$ cat src/rtl/a_buf_tload_ctrl.sv
// A-operand tile-load controller: turns one tile-load command into per-beat memory reads,
// forwards in-order responses as a_buf write beats, and tracks ping-pong buffer occupancy.
module a_buf_tload_ctrl #(
  parameter int SARRAY_H  = 4,
  parameter int LOAD_W    = SARRAY_H * 32,
  parameter int ADDR_W    = 32,
  parameter int MAX_OUTST = 8
) (
  input  logic              clk,
  input  logic              rst,
  input  logic              cmd_valid_i,
  output logic              cmd_ready_o,
  input  logic [ADDR_W-1:0] cmd_addr_i,
  input  logic [ADDR_W-1:0] cmd_stride_i,
  input  logic [2:0]        cmd_dw_i,
  input  logic              cmd_buf_id_i,
  output logic              mem_req_valid_o,
  input  logic              mem_req_ready_i,
  output logic [ADDR_W-1:0] mem_req_addr_o,
  input  logic              mem_rsp_valid_i,
  input  logic [LOAD_W-1:0] mem_rsp_data_i,
  output logic              wr_a_buf_valid_o,
  output logic              wr_a_buf_id_o,
  output logic [2:0]        wr_a_buf_dw_o,
  output logic [LOAD_W-1:0] wr_a_buf_data_o,
  input  logic              rel_valid_i,
  input  logic              rel_id_i,
  output logic [1:0]        buf_full_o,
  output logic              done_valid_o,
  output logic              done_id_o,
  output logic              unexp_rsp_o,
  output logic [2:0]        dbg_state_o
);
  // Handshakes: a transfer happens on a rising edge where valid and ready are both 1; a
  // request's valid and address stay stable until accepted; responses are never back-pressured.

  localparam int CNT_W = $clog2(4 * SARRAY_H + 1);
  localparam int OUT_W = $clog2(MAX_OUTST + 1);

  typedef enum logic [2:0] {IDLE, WAIT_BUF, ISSUE, DRAIN, DONE} state_t;

  state_t            state;
  logic [ADDR_W-1:0] req_addr;
  logic [ADDR_W-1:0] stride;
  logic [2:0]        ld_dw;
  logic              ld_id;
  logic [CNT_W-1:0]  req_cnt;
  logic [CNT_W-1:0]  rsp_cnt;
  logic [CNT_W-1:0]  beats;
  logic [OUT_W-1:0]  outst;
  logic [2:0]        dw_norm;
  logic              req_fire;
  logic              rsp_ok;
  logic              last_req;
  logic              last_rsp;

  // Anything that is not exactly byte or 2byte one-hot is treated as 4byte.
  assign dw_norm = (cmd_dw_i == 3'b001 || cmd_dw_i == 3'b010) ? cmd_dw_i : 3'b100;

  always_comb begin
    beats = CNT_W'(SARRAY_H);
    case (ld_dw)
      3'b001:  beats = CNT_W'(4 * SARRAY_H);
      3'b010:  beats = CNT_W'(2 * SARRAY_H);
      default: beats = CNT_W'(SARRAY_H);
    endcase
  end

  assign cmd_ready_o     = (state == IDLE) && !rst;
  assign mem_req_valid_o = (state == ISSUE) && (req_cnt < beats) && (outst < OUT_W'(MAX_OUTST));
  assign mem_req_addr_o  = req_addr;
  assign req_fire        = mem_req_valid_o && mem_req_ready_i;
  assign rsp_ok          = mem_rsp_valid_i && (outst != '0);
  assign last_req        = req_fire && (req_cnt == beats - CNT_W'(1));
  assign last_rsp        = rsp_ok && (rsp_cnt == beats - CNT_W'(1));
  assign wr_a_buf_id_o   = ld_id;
  assign wr_a_buf_dw_o   = ld_dw;
  assign dbg_state_o     = state;

  always_ff @(posedge clk or posedge rst) begin
    if (rst) begin
      state            <= IDLE;
      req_addr         <= '0;
      stride           <= '0;
      ld_dw            <= '0;
      ld_id            <= 1'b0;
      req_cnt          <= '0;
      rsp_cnt          <= '0;
      outst            <= '0;
      wr_a_buf_valid_o <= 1'b0;
      wr_a_buf_data_o  <= '0;
      buf_full_o       <= 2'b00;
      done_valid_o     <= 1'b0;
      done_id_o        <= 1'b0;
      unexp_rsp_o      <= 1'b0;
    end else begin
      done_valid_o     <= 1'b0;
      wr_a_buf_valid_o <= rsp_ok;
      unexp_rsp_o      <= mem_rsp_valid_i && (outst == '0);
      if (rsp_ok) begin
        wr_a_buf_data_o <= mem_rsp_data_i;
        rsp_cnt         <= rsp_cnt + CNT_W'(1);
      end
      if (req_fire) begin
        req_cnt  <= req_cnt + CNT_W'(1);
        req_addr <= req_addr + stride;
      end
      if (req_fire && !rsp_ok)      outst <= outst + OUT_W'(1);
      else if (!req_fire && rsp_ok) outst <= outst - OUT_W'(1);
      if (rel_valid_i) buf_full_o[rel_id_i] <= 1'b0;

      case (state)
        IDLE: if (cmd_valid_i) begin
          req_addr <= cmd_addr_i;
          stride   <= cmd_stride_i;
          ld_dw    <= dw_norm;
          ld_id    <= cmd_buf_id_i;
          req_cnt  <= '0;
          rsp_cnt  <= '0;
          state    <= buf_full_o[cmd_buf_id_i] ? WAIT_BUF : ISSUE;
        end
        WAIT_BUF: if (!buf_full_o[ld_id]) state <= ISSUE;
        ISSUE, DRAIN: begin
          // The full flag is written after the release above, so a same-cycle set wins.
          if (last_rsp) begin
            state             <= DONE;
            done_valid_o      <= 1'b1;
            done_id_o         <= ld_id;
            buf_full_o[ld_id] <= 1'b1;
          end else if (state == ISSUE && last_req) begin
            state <= DRAIN;
          end
        end
        DONE:    state <= IDLE;
        default: state <= IDLE;
      endcase
    end
  end
endmodule

$ cat config.mk
export PLATFORM = sky130hd
export DESIGN_NAME = a_buf_tload_ctrl
export DESIGN_NICKNAME = d
export VERILOG_FILES = /design/src/rtl/a_buf_tload_ctrl.sv
export SDC_FILE = /design/constraint.sdc
export NUM_CORES = 1
export LEC_CHECK = 0
export BUFFER_PORTS_ARGS = -buffer_cell sky130_fd_sc_hd__buf_2
export CAP_MARGIN = 10
export CORE_MARGIN = 2
export CORE_UTILIZATION = 24
export DETAILED_ROUTE_END_ITERATION = 10
export HOLD_SLACK_MARGIN = 0.1
export SYNTH_ARGS = -nofsm -noshare
export SYNTH_HDL_FRONTEND = slang
export SYNTH_SLANG_ARGS = --single-unit
export TNS_END_PERCENT = 5
$ cat constraint.sdc
create_clock -name clk -period 9.2 [get_ports clk]
set_clock_uncertainty 0.2 [all_clocks]
set_input_delay 1.84 -clock clk [delete_from_list [all_inputs] [get_ports clk]]
set_output_delay 1.84 -clock clk [all_outputs]
set_load 0.1 [all_outputs]
==> results of run 1 <==
==> placed cells by master, fill, tap and decap left out, drive strengths merged, types with 3 or more instances in the layout <==
master / n
clkinv: 7
o31ai: 3
or3: 5
nor2b: 6
and2: 4
buf: 386
a21oi: 65
o21bai: 5
nand4: 8
xnor2: 23
diode: 3
xor2: 16
nor2: 45
a21o: 17
nor3: 10
inv: 18
nor4: 6
and3: 6
clkbuf: 36
mux2: 3
nand2b: 5
dfrtp: 219
nand3: 10
ha: 39
a31oi: 8
nand2: 536
o21ai: 39
clkinvlp: 4
mux2i: 3
a211oi: 3
o21a: 6
a22oi: 4
==> per-layer routing <==
| metal | GRT usage | wire length (um) | part of all wire | vias to the layer above |
|---|---|---|---|---|
| met5 | 0 | 53 | 0.0016 | - |
| met4 | 0.04007 | 722 | 0.021 | 8 |
| met3 | 0.04510 | 2922 | 0.087 | 47 |
| met2 | 0.2593 | 16350 | 0.49 | 342 |
| met1 | 0.1713 | 13540 | 0.40 | 4503 |
| li1 | - | - | - | 4600 |
==> kinds of logic (layout without fill, tap and decap cells) <==
| logic type | Yosys count | count (layout) | share of synthesized area |
|---|---|---|---|
| fa+ha+maj | 41 | 41 | 0.05107 |
| xor+xnor | 39 | 39 | 0.03303 |
| other cells | 0 | 3 | 0 |
| mux | 6 | 6 | 0.006171 |
| flops | 219 | 219 | 0.5300 |
| buf+inv | 74 | 452 | 0.02710 |
| simple gates | 649 | 649 | 0.2516 |
| compound gates | 167 | 167 | 0.1010 |
==> worst paths after layout <==
path / cells after the start / slack [ns] / to / start
worst min-delay path: 2 / 0.26 / wr_a_buf_data_o[101] / wr_a_buf_data_o[101]
min in group asynchronous: 2 / 1.23 / wr_a_buf_data_o[65] / rst
worst max-delay path: 7 / 4.52 / mem_req_valid_o / wr_a_buf_dw_o[1]
max in group asynchronous: 3 / 6.23 / stride[20] / rst
worst min register to register: 2 / 0.26 / wr_a_buf_data_o[101] / wr_a_buf_data_o[101]
worst max register to register: 18 / 5.14 / outst[3] / wr_a_buf_dw_o[1]
==> stage by stage <==
stage,cells,setup slack [ns],hold WS (ns),utilization
after CTS,2119,4.476,0.2715,0.3183
after detailed placement,2071,4.579,0.2563,0.2988
after floorplan,1195,1.167,0.2497,-
after global routing,2119,4.304,0.2883,0.3183
final,2122,4.521,0.2637,0.3185
after global placement,2071,4.579,0.2528,0.2988
==> cell type report <==
type	count	area share
Multi-Input combinational cell	902	0.3369
Antenna cell	3	0.0005509
Clock buffer	36	0.05426
Tap cell	546	0.05013
Inverter	18	0.005692
Sequential cell	219	0.4021
Timing Repair Buffer	386	0.1434
Clock inverter	12	0.006978
==> flip-flops by register name (all words and copies together) (netlist names) <==
register          cells
wr_a_buf_data_o     128
mem_req_addr_o       32
stride               32
req_cnt               5
rsp_cnt               5
outst                 4
dbg_state_o           3
wr_a_buf_dw_o         3
buf_full_o            2
done_id_o             1
done_valid_o          1
unexp_rsp_o           1
wr_a_buf_id_o         1
wr_a_buf_valid_o      1
==> tightest hold or removal path, stage by stage, from the launching register on <==
cell	delay, ns
dfrtp_1	0.33
nand2_1	0.05
nand2_1	0.05
==> metrics.cfg, run 1 <==
[outcome]
status=completed

[yosys]
synth_top_area_cell=dfrtp_1
synth_area_leaders=dfrtp_1 (53%), nand2_1 (19%), ha_1 (4.7%)
synth_top_flop_cell=dfrtp_1
synth_seq_area_share=0.5300
syn_area_mm2=0.01034
synth_edf_count=0
synth_most_common_cell=nand2_1
synth_common_cells=nand2_1 (536), dfrtp_1 (219), a21oi_1 (62)
synth_warnings=0
async_reset_ff_frac=1.000
syn_nets=1439
avgSynthCellArea_um2=8.653
synth.top_cell.area_share=0.5300
synthCells=1195
synth.distinct_cells=58
synth-seq-cells=219

[sta]
period_minus_slack_ns=4.679
fmax_ghz=0.2137
finalHoldViolations=0
final_max_slew_viol_count=0
worst_pin_slew_ns=0.8149
relSlewSlack=0.4568
tns_ns=0
setup_viol=0
rsz0062_at_grt=false
period_share=0.5086

[finish]
drive_gt1_frac=0.2835
fin_nets=1798
synthToLayoutAreaGrowth_pct=31.80
seq_area_mm2=0.005480
fin_area_mm2=0.01363
fillerInstances=4585
multi_input_area_mm2=0.004591

[critical_path]
path_buf_inv=2
crit_type=reg2out
worst_ep_required_time_ns=7.16
cp_top_family=simple AND/OR/NAND/NOR gates
critPathSlowestCell=buf_2
crit_fanout=4
critPathCaptureType=output port
start_kind=register
cp.arrival_ns=2.64
crit_chain=nand2b_1, nor2_1, inv_1, ha_1, nor4_1, and2_1, buf_2
slowest_delay_ns=0.46

[clock_network]
numClockSinks=219
tritoncts=built
cts_resized=0
path_clk_slew_ns=0.06
cts-root-buf=clkbuf_16
numCtsBuffers=27
cts_max_level=1
post_cts_buffers=0
cts-hold-fix-buffers=0
clockBufferDepth=3
clk_latency_ns=0.54

[global_routing]
grt-ovfl-total=0
grt_pass1_vias=9598
grt_pass1_wl_um=52210
track_usage=0.1467
grt_max_degree=100
antenna_found_initial=5

[detailed_routing]
drt_iter0_drc=473
wl_per_cell_um=15.83
vias=9500
wirelength_um=33590
ant_nets=0
drt_pass1_iterations=5
drt-vias-per-instance=4.477
drc=0

[die]
coreArea_mm2=0.04279
die_w_um=211.6
start_util=0.2416
die-area_mm2=0.04476
fp.dieH_um=211.6
num_io_pins=378
row_count=76

[place]
hpwl_um=24320
io_buffers=377
routabilityCongestion=0.8623
dpl_cell_area_mm2=0.01279

[job]
drv_cap=0

[worst_hold_path]
hold_path_class=reg2reg

Power of run 1 is left out: the tool's default activity adds up to more than one toggle a clock period on the data nets, which glitch-free logic cannot reach.
==> inputs of run 2 (changes only) <==
Settings changed: ABC_AREA from default to 1.
Clock period 9.2 ns to 4.16 ns, I/O delays scaled along.
==> run 2 against run 1 <==
Effect of this change: non-clock buffer count up 4; die area increased by 8.0%; first-iteration DRC count rose by 11%; critical path depth is 3 higher; setup slack worse by 3.7 ns; clock-buffer cell count is 1 lower; core utilization down 0.11 points; sequential share of layout area shrank 2.9 points; synthesized area rose by 8.2%; final area is 7.7% higher; via count increased by 14%.
==> metrics.cfg, run 2 <==
[detailed_routing]
drt_pass1_iterations=5  ; unchanged
drc=0  ; unchanged
vias=10790  ; +14%
wirelength_um=34510  ; +2.7%
drt-vias-per-instance=4.293  ; -4.1%
wl_per_cell_um=13.74  ; -13%
drt_iter0_drc=524  ; +11%
ant_nets=0  ; unchanged

[sta]
tns_ns=0  ; unchanged
finalHoldViolations=0  ; unchanged
fmax_ghz=0.2961
relSlewSlack=0.4825  ; +0.02569
worst_pin_slew_ns=0.7763  ; -0.03854 ns
period_minus_slack_ns=3.377
final_max_slew_viol_count=0  ; unchanged
rsz0062_at_grt=false
setup_viol=0  ; unchanged
period_share=0.8118

[global_routing]
track_usage=0.1412  ; -0.005462
antenna_found_initial=3  ; -2
grt-ovfl-total=0  ; unchanged
grt_pass1_wl_um=55460  ; +6.2%
grt_pass1_vias=10940  ; +14%
grt_max_degree=79  ; -21%

[yosys]
synth_seq_area_share=0.4899  ; -0.04013
syn_nets=1761  ; +22%
synth_warnings=0  ; unchanged
synth_edf_count=0  ; unchanged
synth.top_cell.area_share=0.4899  ; -0.04013
avgSynthCellArea_um2=7.374  ; -15%
synthCells=1517  ; +27%
synth_top_area_cell=dfrtp_1
synth.distinct_cells=34  ; -41%
synth_top_flop_cell=dfrtp_1
async_reset_ff_frac=1.000  ; unchanged
synth_area_leaders=dfrtp_1 (49%), nand2_1 (25%), inv_1 (4.9%)
synth-seq-cells=219  ; unchanged
synth_most_common_cell=nand2_1
synth_common_cells=nand2_1 (756), dfrtp_1 (219), inv_1 (146)
syn_area_mm2=0.01119  ; +8.2%

[critical_path]
reg2reg_depth=18  ; unchanged
critPathCaptureType=output port
start_kind=register
slowest_delay_ns=0.42  ; -0.04 ns
crit_fanout=4  ; unchanged
crit_chain=inv_1, nand3_1, nand2_1, inv_1, ha_1, nor2_1, o21ai_0, nand2_1, inv_1, buf_2
cp.arrival_ns=2.35  ; -0.29 ns
critPathSlowestCell=buf_2
worst_ep_required_time_ns=3.13  ; -4.03 ns
critPathMostFrequentCell=inv_1
crit_type=reg2out

[finish]
synthToLayoutAreaGrowth_pct=31.26
layout_commonest_cell=nand2_1
largest_register=wr_a_buf_data_o
fin_nets=2129  ; +18%
largest_register_ffs=128  ; unchanged
final_util=0.3174  ; -0.001051
drive_gt1_frac=0.2357  ; -0.04784
diodes=0  ; -3
layout_common_cells=nand2_1 (755), buf_2 (377), dfrtp_1 (219)

[die]
die_w_um=219.9  ; +3.9%
start_util=0.2418  ; about the same
die-area_mm2=0.04836  ; +8.0%
fp.dieH_um=219.9  ; +3.9%
row_count=79  ; +3.9%
coreArea_mm2=0.04626  ; +8.1%
num_io_pins=378  ; unchanged

[clock_network]
cts_max_level=1  ; unchanged
numClockSinks=219  ; unchanged
post_cts_buffers=0  ; unchanged
numCtsBuffers=26  ; -3.7%
clk_latency_ns=0.55  ; about the same
cts-root-buf=clkbuf_16
path_clk_slew_ns=0.06  ; about the same
clockBufferDepth=3  ; unchanged
tritoncts=built
cts-hold-fix-buffers=0  ; unchanged
cts_resized=0  ; unchanged

[place]
hpwl_um=26320  ; +8.2%
io_buffers=377  ; unchanged
routabilityCongestion=0.9655  ; +12%

[job]
drv_cap=0  ; unchanged

[worst_hold_path]
hold_path_class=in2async

[outcome]
status=completed

==> run 2: metal layers <==
layer | vias to the layer above | GRT usage | part of all wire
met1 | 4997 | 0.1701 | 0.41
met3 | 58 | 0.03520 | 0.075
met4 | 6 | 0.04004 | 0.023
li1 | 5380 | - | -
met2 | 344 | 0.2482 | 0.49
met5 | - | 0 | 0.00099
==> run 2: final cells by class <==
class                   instances  area (um2)
fillers                      4981       31580
clock buffers                  35       744.5
flip-flops and latches        219        5480
repair buffers                390        2047
well taps                     607       759.5
clock inverters                13       147.6
inverters                     149       565.5
multi-input cells            1099        4940
==> run 2: path summary, 6_finish.rpt <==
kind,from,endpoint,slack (ns)
hold reg to reg,wr_a_buf_data_o[119],wr_a_buf_data_o[119],0.27
max in group asynchronous,rst,wr_a_buf_data_o[42],2.71
setup reg to reg,wr_a_buf_dw_o[2],outst[3],1.27
setup / recovery,wr_a_buf_dw_o[2],mem_req_valid_o,0.78
hold / removal,rst,dbg_state_o[1],0.20
min in group clk,wr_a_buf_data_o[119],wr_a_buf_data_o[119],0.27
==> run 2: critical path: cells and delay by family, from the launching register on <==
family	cells	cell delay (ns)
AOI/OAI and AO/OA	1	0.24
adders and majority gates	1	0.13
buffers and inverters	4	0.62
DFF	1	0.37
and+or+nand+nor	4	0.44
==> run 2: kinds of logic (layout without fill, tap and decap cells) <==
group           Yosys count  in the layout  share of synthesized area
buf+inv                 199            587                    0.06990
fa+ha+maj                41             41                    0.04720
xor+xnor                 17             17                    0.01331
compound gates          119            119                    0.05670
flops                   219            219                     0.4899
simple gates            922            922                     0.3230
==> run 2: metrics by stage <==
stage | worst slack (ns) | hold WS (ns) | instance area [um2] | cells
2_1_floorplan | 0.2739 | 0.2459 | 11190 | 1517
5_1_grt | 0.4931 | 0.2313 | 14680 | 2512
3_5_place_dp | 1.271 | 0.2598 | 13790 | 2464
6_report | 0.7829 | 0.2030 | 14680 | 2512
3_3_place_gp | 1.307 | 0.2562 | 13790 | 2464
4_1_cts | 0.7361 | 0.1998 | 14680 | 2512
Power of run 2 is left out for the same reason.
